[src/rtl/snd_cmd_queue_pkg.sv]
// Shared board definitions for the sound-command latch queue.
// Holds the RST vector constants and the interrupt-vector helper.
package snd_cmd_queue_pkg;

  localparam int unsigned SND_DATA_W = 8;
  localparam int unsigned SND_LVL_W  = 4;

  localparam logic [SND_DATA_W-1:0] SND_VEC_IDLE       = 8'hFF;
  localparam logic [SND_DATA_W-1:0] SND_VEC_LATCH_MASK = 8'hDF;
  localparam logic [SND_DATA_W-1:0] SND_VEC_YM_MASK    = 8'hEF;

  // Each pending source clears one bit of the idle RST 38h opcode.
  function automatic logic [SND_DATA_W-1:0] snd_int_vec(input logic latch_irq,
                                                        input logic ym_irq);
    logic [SND_DATA_W-1:0] v;
    v = SND_VEC_IDLE;
    if (latch_irq) v = v & SND_VEC_LATCH_MASK;
    if (ym_irq)    v = v & SND_VEC_YM_MASK;
    return v;
  endfunction

endpackage

[src/rtl/snd_cmd_queue.sv]
// Main-CPU to sound-CPU command FIFO with level-to-edge write/ack
// detection and a combined latch/FM interrupt request and vector.
module snd_cmd_queue
  import snd_cmd_queue_pkg::*;
#(
  parameter int unsigned DEPTH = 4
) (
  input  logic                  clk_sys,
  input  logic                  reset_n,
  input  logic                  wr,
  input  logic [SND_DATA_W-1:0] din,
  input  logic                  ack,
  input  logic                  ym_irq,
  output logic [SND_DATA_W-1:0] dout,
  output logic                  int_n,
  output logic [SND_DATA_W-1:0] int_vector,
  output logic                  latch_rdy,
  output logic                  full,
  output logic                  overflow,
  output logic [SND_LVL_W-1:0]  level
);

  localparam int unsigned PTR_W = (DEPTH > 2) ? $clog2(DEPTH) : 1;

  logic                  r_wr_q;
  logic                  r_ack_q;
  logic                  r_arm;
  logic [PTR_W-1:0]      r_head;
  logic [PTR_W-1:0]      r_tail;
  logic [SND_LVL_W-1:0]  r_count;
  logic                  r_overflow;
  logic [SND_DATA_W-1:0] r_dout;
  logic                  r_int_n;
  logic [SND_DATA_W-1:0] r_int_vector;
  logic [SND_DATA_W-1:0] r_mem [DEPTH];

  logic                  w_push;
  logic                  w_pop;
  logic                  w_empty;
  logic                  w_full;
  logic                  w_do_push;
  logic                  w_do_pop;
  logic                  w_drop;
  logic                  w_latch_irq;
  logic [PTR_W-1:0]      w_head_nxt;
  logic [PTR_W-1:0]      w_tail_nxt;

  // r_arm blocks the first post-reset sample so a level held through reset is not an edge.
  assign w_push      = r_arm & wr  & ~r_wr_q;
  assign w_pop       = r_arm & ack & ~r_ack_q;
  assign w_empty     = (r_count == '0);
  assign w_full      = (r_count == SND_LVL_W'(DEPTH));
  assign w_do_pop    = w_pop & ~w_empty;
  assign w_do_push   = w_push & (~w_full | w_do_pop);
  assign w_drop      = w_push & w_full & ~w_do_pop;
  assign w_latch_irq = ~w_empty;

  assign w_head_nxt  = (r_head == PTR_W'(DEPTH - 1)) ? '0 : r_head + PTR_W'(1);
  assign w_tail_nxt  = (r_tail == PTR_W'(DEPTH - 1)) ? '0 : r_tail + PTR_W'(1);

  always_ff @(posedge clk_sys or negedge reset_n) begin
    if (!reset_n) begin
      r_wr_q  <= 1'b0;
      r_ack_q <= 1'b0;
      r_arm   <= 1'b0;
    end else begin
      r_wr_q  <= wr;
      r_ack_q <= ack;
      r_arm   <= 1'b1;
    end
  end

  always_ff @(posedge clk_sys or negedge reset_n) begin
    if (!reset_n) begin
      r_head     <= '0;
      r_tail     <= '0;
      r_count    <= '0;
      r_overflow <= 1'b0;
    end else begin
      if (w_do_pop)  r_head <= w_head_nxt;
      if (w_do_push) r_tail <= w_tail_nxt;
      if (w_do_push && !w_do_pop)      r_count <= r_count + SND_LVL_W'(1);
      else if (w_do_pop && !w_do_push) r_count <= r_count - SND_LVL_W'(1);
      if (w_drop) r_overflow <= 1'b1;
    end
  end

  // Storage is deliberately left out of reset.
  always_ff @(posedge clk_sys) begin
    if (w_do_push) r_mem[r_tail] <= din;
  end

  // Head byte and interrupt outputs trail the pointer/count state by one clock.
  always_ff @(posedge clk_sys or negedge reset_n) begin
    if (!reset_n) begin
      r_dout       <= SND_VEC_IDLE;
      r_int_n      <= 1'b1;
      r_int_vector <= SND_VEC_IDLE;
    end else begin
      r_dout       <= w_empty ? 8'hFF : r_mem[r_head];
      r_int_n      <= ~(w_latch_irq | ym_irq);
      r_int_vector <= snd_int_vec(w_latch_irq, ym_irq);
    end
  end

  assign dout       = r_dout;
  assign int_n      = r_int_n;
  assign int_vector = r_int_vector;
  assign overflow   = r_overflow;
  assign latch_rdy  = ~w_empty;
  assign full       = w_full;
  assign level      = r_count;

endmodule

[config.mk]
export PLATFORM = sky130hd
export DESIGN_NAME = snd_cmd_queue
export DESIGN_NICKNAME = d
export VERILOG_FILES = /design/src/rtl/snd_cmd_queue_pkg.sv /design/src/rtl/snd_cmd_queue.sv
export SDC_FILE = /design/constraint.sdc
export NUM_CORES = 1
export LEC_CHECK = 0
export ABC_CLOCK_PERIOD_IN_PS = 6470
export BUFFER_PORTS_ARGS = -buffer_cell sky130_fd_sc_hd__buf_2
export CORE_ASPECT_RATIO = 1.75
export CORE_MARGIN = 8
export CORE_UTILIZATION = 29
export CTS_CLUSTER_DIAMETER = 60
export DETAILED_ROUTE_END_ITERATION = 8
export PLACE_DENSITY = 0.59
export SYNTH_ARGS = -nofsm -noshare
export SYNTH_HDL_FRONTEND = slang
export SYNTH_SLANG_ARGS = --single-unit
export TNS_END_PERCENT = 10
[constraint.sdc]
create_clock -name clk_sys -period 6.47 [get_ports clk_sys]
set_input_delay 0.3235 -clock clk_sys [delete_from_list [all_inputs] [get_ports clk_sys]]
set_output_delay 0.3235 -clock clk_sys [all_outputs]
set_load 0.03 [all_outputs]
; ---- Word level (Yosys, flattened, before mapping)
; Memory sizes are Yosys's and may differ from the RTL's.
; Cells that the tools add are included.
; W data, S select, Z words.
[totals]
regBits = 28
ramBits = 32
inputBits = 13
n_memories = 1
[mem_list]
columns = memory, words, width, rd, rd_clocked_by_memory_dff, wr, line
row1 = r_mem, 4, 8, 1, 0, 1, snd_cmd_queue.sv:35  ; logic [SND_DATA_W-1:0] r_mem [DEPTH];
[classes]
n_addsub = 4
eq_ne = 3
n_mux = 9
bitwise = 16
n_reduce_logical = 6
[ops]
columns = operator, count
row1 = $and A1 B1 Y1, 8
row2 = $mux W4, 2
row3 = $mux W8, 1
row4 = $mux W6, 1
row5 = $not A1 Y1, 6
row6 = $mux W5, 1
row7 = $add A2 B1 Y2 const B, 2
row8 = $add A4 B1 Y4 const B, 1
row9 = $eq A2 B2 Y1 const B, 2
row10 = $eq A4 B3 Y1 const B, 1
row11 = $logic_not A4 Y1, 1
row12 = $mux W2, 2
row13 = $sub A4 B1 Y4 const B, 1
row14 = $logic_and A1 B1 Y1, 2
row15 = $logic_not A1 Y1, 2
row16 = $mux W1, 2
row17 = $or A1 B1 Y1, 2
row18 = $reduce_bool A2 Y1, 1

; ---- Logic depth before layout (Yosys ltp)
[logic_depth]
depth_word = 9
depth_mapped = 10
mapped_depth_nobuf = 10

; ---- Worst setup path before layout
; No wires, ideal clock.
[synth_timing]
kind = flip-flop to flip-flop
startpoint = register r_count[0] (netlist: level[0])
endpoint = register r_count[3] (netlist: level[3])
setup_ns = 0.131
t_arrival_ns = 3.000
t_required_ns = 6.339
slack_ns = 3.339
stages_incl_launch_ff = 9
path_buffers = 0
synth_period_minus_slack_ns = 3.131
cell_sequence = dfrtp_1 > nor4b_2 > a21oi_1 > ha_1 > inv_1 > ha_1 > or4_1 > o211ai_1 > o211ai_1
[synth_rtl]
columns = item, line
row1 = "start, declared", snd_cmd_queue.sv:30  ; logic [SND_LVL_W-1:0] r_count;
row2 = "start signal, assigned", snd_cmd_queue.sv:82  ; if (w_do_push && !w_do_pop) r_count <= r_count + SND_LVL_W'(1);
row3 = "start signal, assigned", snd_cmd_queue.sv:83  ; else if (w_do_pop && !w_do_push) r_count <= r_count - SND_LVL_W'(1);
row4 = $eq A4 B3 Y1 *, snd_cmd_queue.sv:52  ; assign w_full = (r_count == SND_LVL_W'(DEPTH));
row5 = via full, snd_cmd_queue.sv:18  ; output logic full,
row6 = $not A1 Y1 *, snd_cmd_queue.sv:54  ; assign w_do_push = w_push & (~w_full | w_do_pop);
row7 = $or A1 B1 Y1 *, snd_cmd_queue.sv:54
row8 = $and A1 B1 Y1 *, snd_cmd_queue.sv:54
row9 = via w_do_push, snd_cmd_queue.sv:41  ; logic w_do_push;
row10 = $logic_not A1 Y1, snd_cmd_queue.sv:83
row11 = $logic_and A1 B1 Y1, snd_cmd_queue.sv:83
row12 = $reduce_bool A2 Y1 (no line), -
; The timed path passes the listed nets; every way through them passes the cells marked *. The select of a mux whose other input is x is not followed.
; A chain may end at the register's enable or synchronous reset.

; ---- Worst setup path after layout
[layout_timing]
startpoint = register r_count[0] (netlist: level[0])
endpoint = register r_count[3] (netlist: level[3])
[layout_between]
elab_chain_len = 8
[layout_rtl]
columns = item, line
row1 = $logic_not A4 Y1 *, snd_cmd_queue.sv:51  ; assign w_empty = (r_count == '0);
row2 = via w_empty, snd_cmd_queue.sv:39  ; logic w_empty;
row3 = $not A1 Y1 *, snd_cmd_queue.sv:53  ; assign w_do_pop = w_pop & ~w_empty;
row4 = $and A1 B1 Y1 *, snd_cmd_queue.sv:53
row5 = $or A1 B1 Y1, snd_cmd_queue.sv:54
row6 = $and A1 B1 Y1, snd_cmd_queue.sv:54
row7 = $logic_not A1 Y1, snd_cmd_queue.sv:83
row8 = $logic_and A1 B1 Y1, snd_cmd_queue.sv:83
row9 = $reduce_bool A2 Y1 (no line), -
; Marked as above.

==> metrics <==
share of cells above drive strength 1=37.5%; initial antenna violation count=0; Synth Register Bits=55; post-CTS setup buffers=0; Max stage delay on crit path=0.59 ns; top cell type's share of synthesized area=42.3%; worst hold path type=input pin to asynchronous set/reset pin; DIE AREA=11000 µm²; vias per inst=4.53; EDFF count, synth=32; crit path launch type=flop; critical path endpoint category=flop; RSZ-0062 raised after global routing=no; Pins Over Slew Limit=0; synthesized netlist cell count=133; DP Wirelength=2890 µm; worst r2r dst=level[3]$_DFFE_PN0P_; pin slew with the least headroom to its limit=0.634 ns; CP required=6.64 ns; drt initial violations=42; Detail Route Antenna Nets=0; clock skew=0.00621 ns; Compound-Gate Fraction of Synth Area=2.76%; Final nets=189; most frequent cells in the layout=edfxtp_1, buf_2, dfrtp_1; clock share of power=22.7%; adder-cell share of the synthesized area=5.29%; Comb pwr share=32.0%; residual DRC count=0; ANT cells=0; Fmax=355 MHz; PostCTS Resize Cnt=0; Boundary Pins=37; crit path cell chain=or4_4, clkinv_4, nor3b_2, inv_1, ha_1, inv_1, ha_1, or4_1, o211ai_1, o211ai_1; R2R depth=10; clock transition at the registers of the reported paths=0.07 ns; via count=1159; PwrDens=443 nW/µm²; slowest stage cell on the critical path=or4_4; Area Overhead vs Synth=16.4%; first-pass GRT wire length=6800 µm; Synth Warn #=0; Final Hold Fails=0; Die X=82.9 µm; vias in the first global route=1347; Worst VDD drop=0.133 mV; register share of total power=45.4%; Leakage Power=1.01 nW; total gr overflow=0; post-synthesis mux area share=10.7%; # Max-Cap Violations=0; Yosys cell types=37; crit path DAT=2.99 ns; ys async rst share=41.8%; top cells by area, synth=edfxtp_1, dfrtp_1, dfstp_2; Main synth FF type=edfxtp_1; FP Rows=42; Skew-Pair Late Insertion Delay=0.29 ns; largest net degree at the start of global routing=24; Chip Height=133 µm; Root Buffer=clkbuf_16; clock sinks=55; status=complete, no violations; Reg2Reg Launch Point=level[0]$_DFFE_PN0P_; area share of and/or/nand/nor cells after synthesis=8.27%; PortBufs=30; reg2reg setup slack=3.65 ns; setup TNS=0 ns; CTS tree=done; xor and xnor area share after synthesis=0.772%; CP Class=flop to flop; syn_area_per_cell=17.1 µm²; WL/cell=15.4 µm; Crit Path Max Fanout=10; largest family of logic cells by synthesized area=multiplexers; netlist area before placement=2270 µm²; final setup violation count=0; CTS max path bufs=2; post-layout min period=2.82 ns; hold_buf cts=0; area leader, netlist=edfxtp_1; Seq/Total Area, Yosys=68.3%; Sw Ratio=34.6%; Max transition margin=57.7%; global placer's final weighted congestion=0.694; Starting Density=30.0%; Setup crit start=level[0]$_DFFE_PN0P_; clock buffer count from CTS=5; P_sw=0.405 mW; Pre-antenna DRT Iters=4; cell-internal power=0.764 mW; most common cell after layout, fill and taps aside=edfxtp_1; H-tree depth=2; GRT Util Overall=7.74%; Power Total=1.17 mW; fin crit share=43.5%; WL final=3940 µm; Core Area=7570 µm²
==> state kept, by name (all words and copies together) (netlist names) <==
| name | count |
|---|---|
| r_mem | 32 |
| dout | 8 |
| level | 4 |
| int_vector | 2 |
| r_head | 2 |
| r_tail | 2 |
| int_n | 1 |
| overflow | 1 |
| r_ack_q | 1 |
| r_arm | 1 |
| r_wr_q | 1 |
==> kinds of logic (layout without fill, tap and decap cells) <==
kind of cell / count (synthesis) / after routing
AO/OA/AOI/OAI: 9 / 9
XOR/XNOR: 2 / 2
adder cells (fa/ha/maj): 9 / 9
buffers and inverters: 15 / 44
flip-flops: 55 / 55
multiplexers: 13 / 13
other: 1 / 7
AND/OR/NAND/NOR: 29 / 29
==> power by group through the flow <==
stage	registers, mW	logic, mW	clock network, mW
floorplan	0.602	0.215	0
global placement	0.539	0.381	0
detailed placement	0.542	0.382	0
CTS	0.534	0.384	0.275
global route	0.545	0.413	0.288
finish	0.531	0.374	0.265
==> routing by layer <==
| metal | track usage, % | up-vias | part of all wire (%) |
|---|---|---|---|
| li1 | - | 540 | - |
| met1 | 7.76 | 581 | 38 |
| met2 | 13.3 | 30 | 53 |
| met3 | 2.52 | 8 | 5.9 |
| met4 | 5.01 | 0 | 2.9 |
| met5 | 0 | - | 0 |
==> how the worst max path moves through the flow <==
stage,end,slack (ns),depth (start not counted)
after floorplan,level[3]$_DFFE_PN0P_,3.34,8
after global placement,level[3]$_DFFE_PN0P_,3.71,10
after detailed placement,level[3]$_DFFE_PN0P_,3.63,10
after CTS,level[3]$_DFFE_PN0P_,3.63,10
after global routing,level[3]$_DFFE_PN0P_,3.45,10
final,level[3]$_DFFE_PN0P_,3.65,10
==> area by class of cell <==
type	instances	area, µm²
clock buffers	6	129
clock inverters	2	17.5
flip-flops and latches	55	1550
well taps	88	110
multi-input cells	69	657
inverters	6	27.5
fillers	763	4930
repair buffers	30	150
==> through the flow <==
stage,worst slack (ns),area (µm²),instances,utilization [%],hold slack [ns]
after floorplan,3.34,2290,139,-,0.0279
after global placement,3.71,2490,248,33.0,0.324
after detailed placement,3.63,2490,248,33.0,0.336
after CTS,3.63,2640,256,34.9,0.0231
after global routing,3.45,2640,256,34.9,0.0447
final,3.65,2640,256,34.9,0.00124
==> worst max-delay path: cells and delay by family (launching register included) <==
kind | cells | cell delay [ns]
AND/OR/NAND/NOR | 3 | 1.14
adder cells (fa/ha/maj) | 2 | 0.60
flip-flops | 1 | 0.48
buffers and inverters | 3 | 0.29
AO/OA/AOI/OAI | 2 | 0.20
==> cell usage after synthesis, types with 2 or more instances <==
cell and instances:
a21oi_1 3, and2_1 4, buf_4 6, dfrtp_1 12
dfstp_2 11, edfxtp_1 32, ha_1 8, inv_1 5
mux2_4 2, mux4_2 8, nand2_1 3, nand3_1 2
nand3b_1 2, nor2_1 2, nor3_1 2, o211ai_1 2
or2_1 8, xnor2_1 2
(Power assumes the default switching activity.)
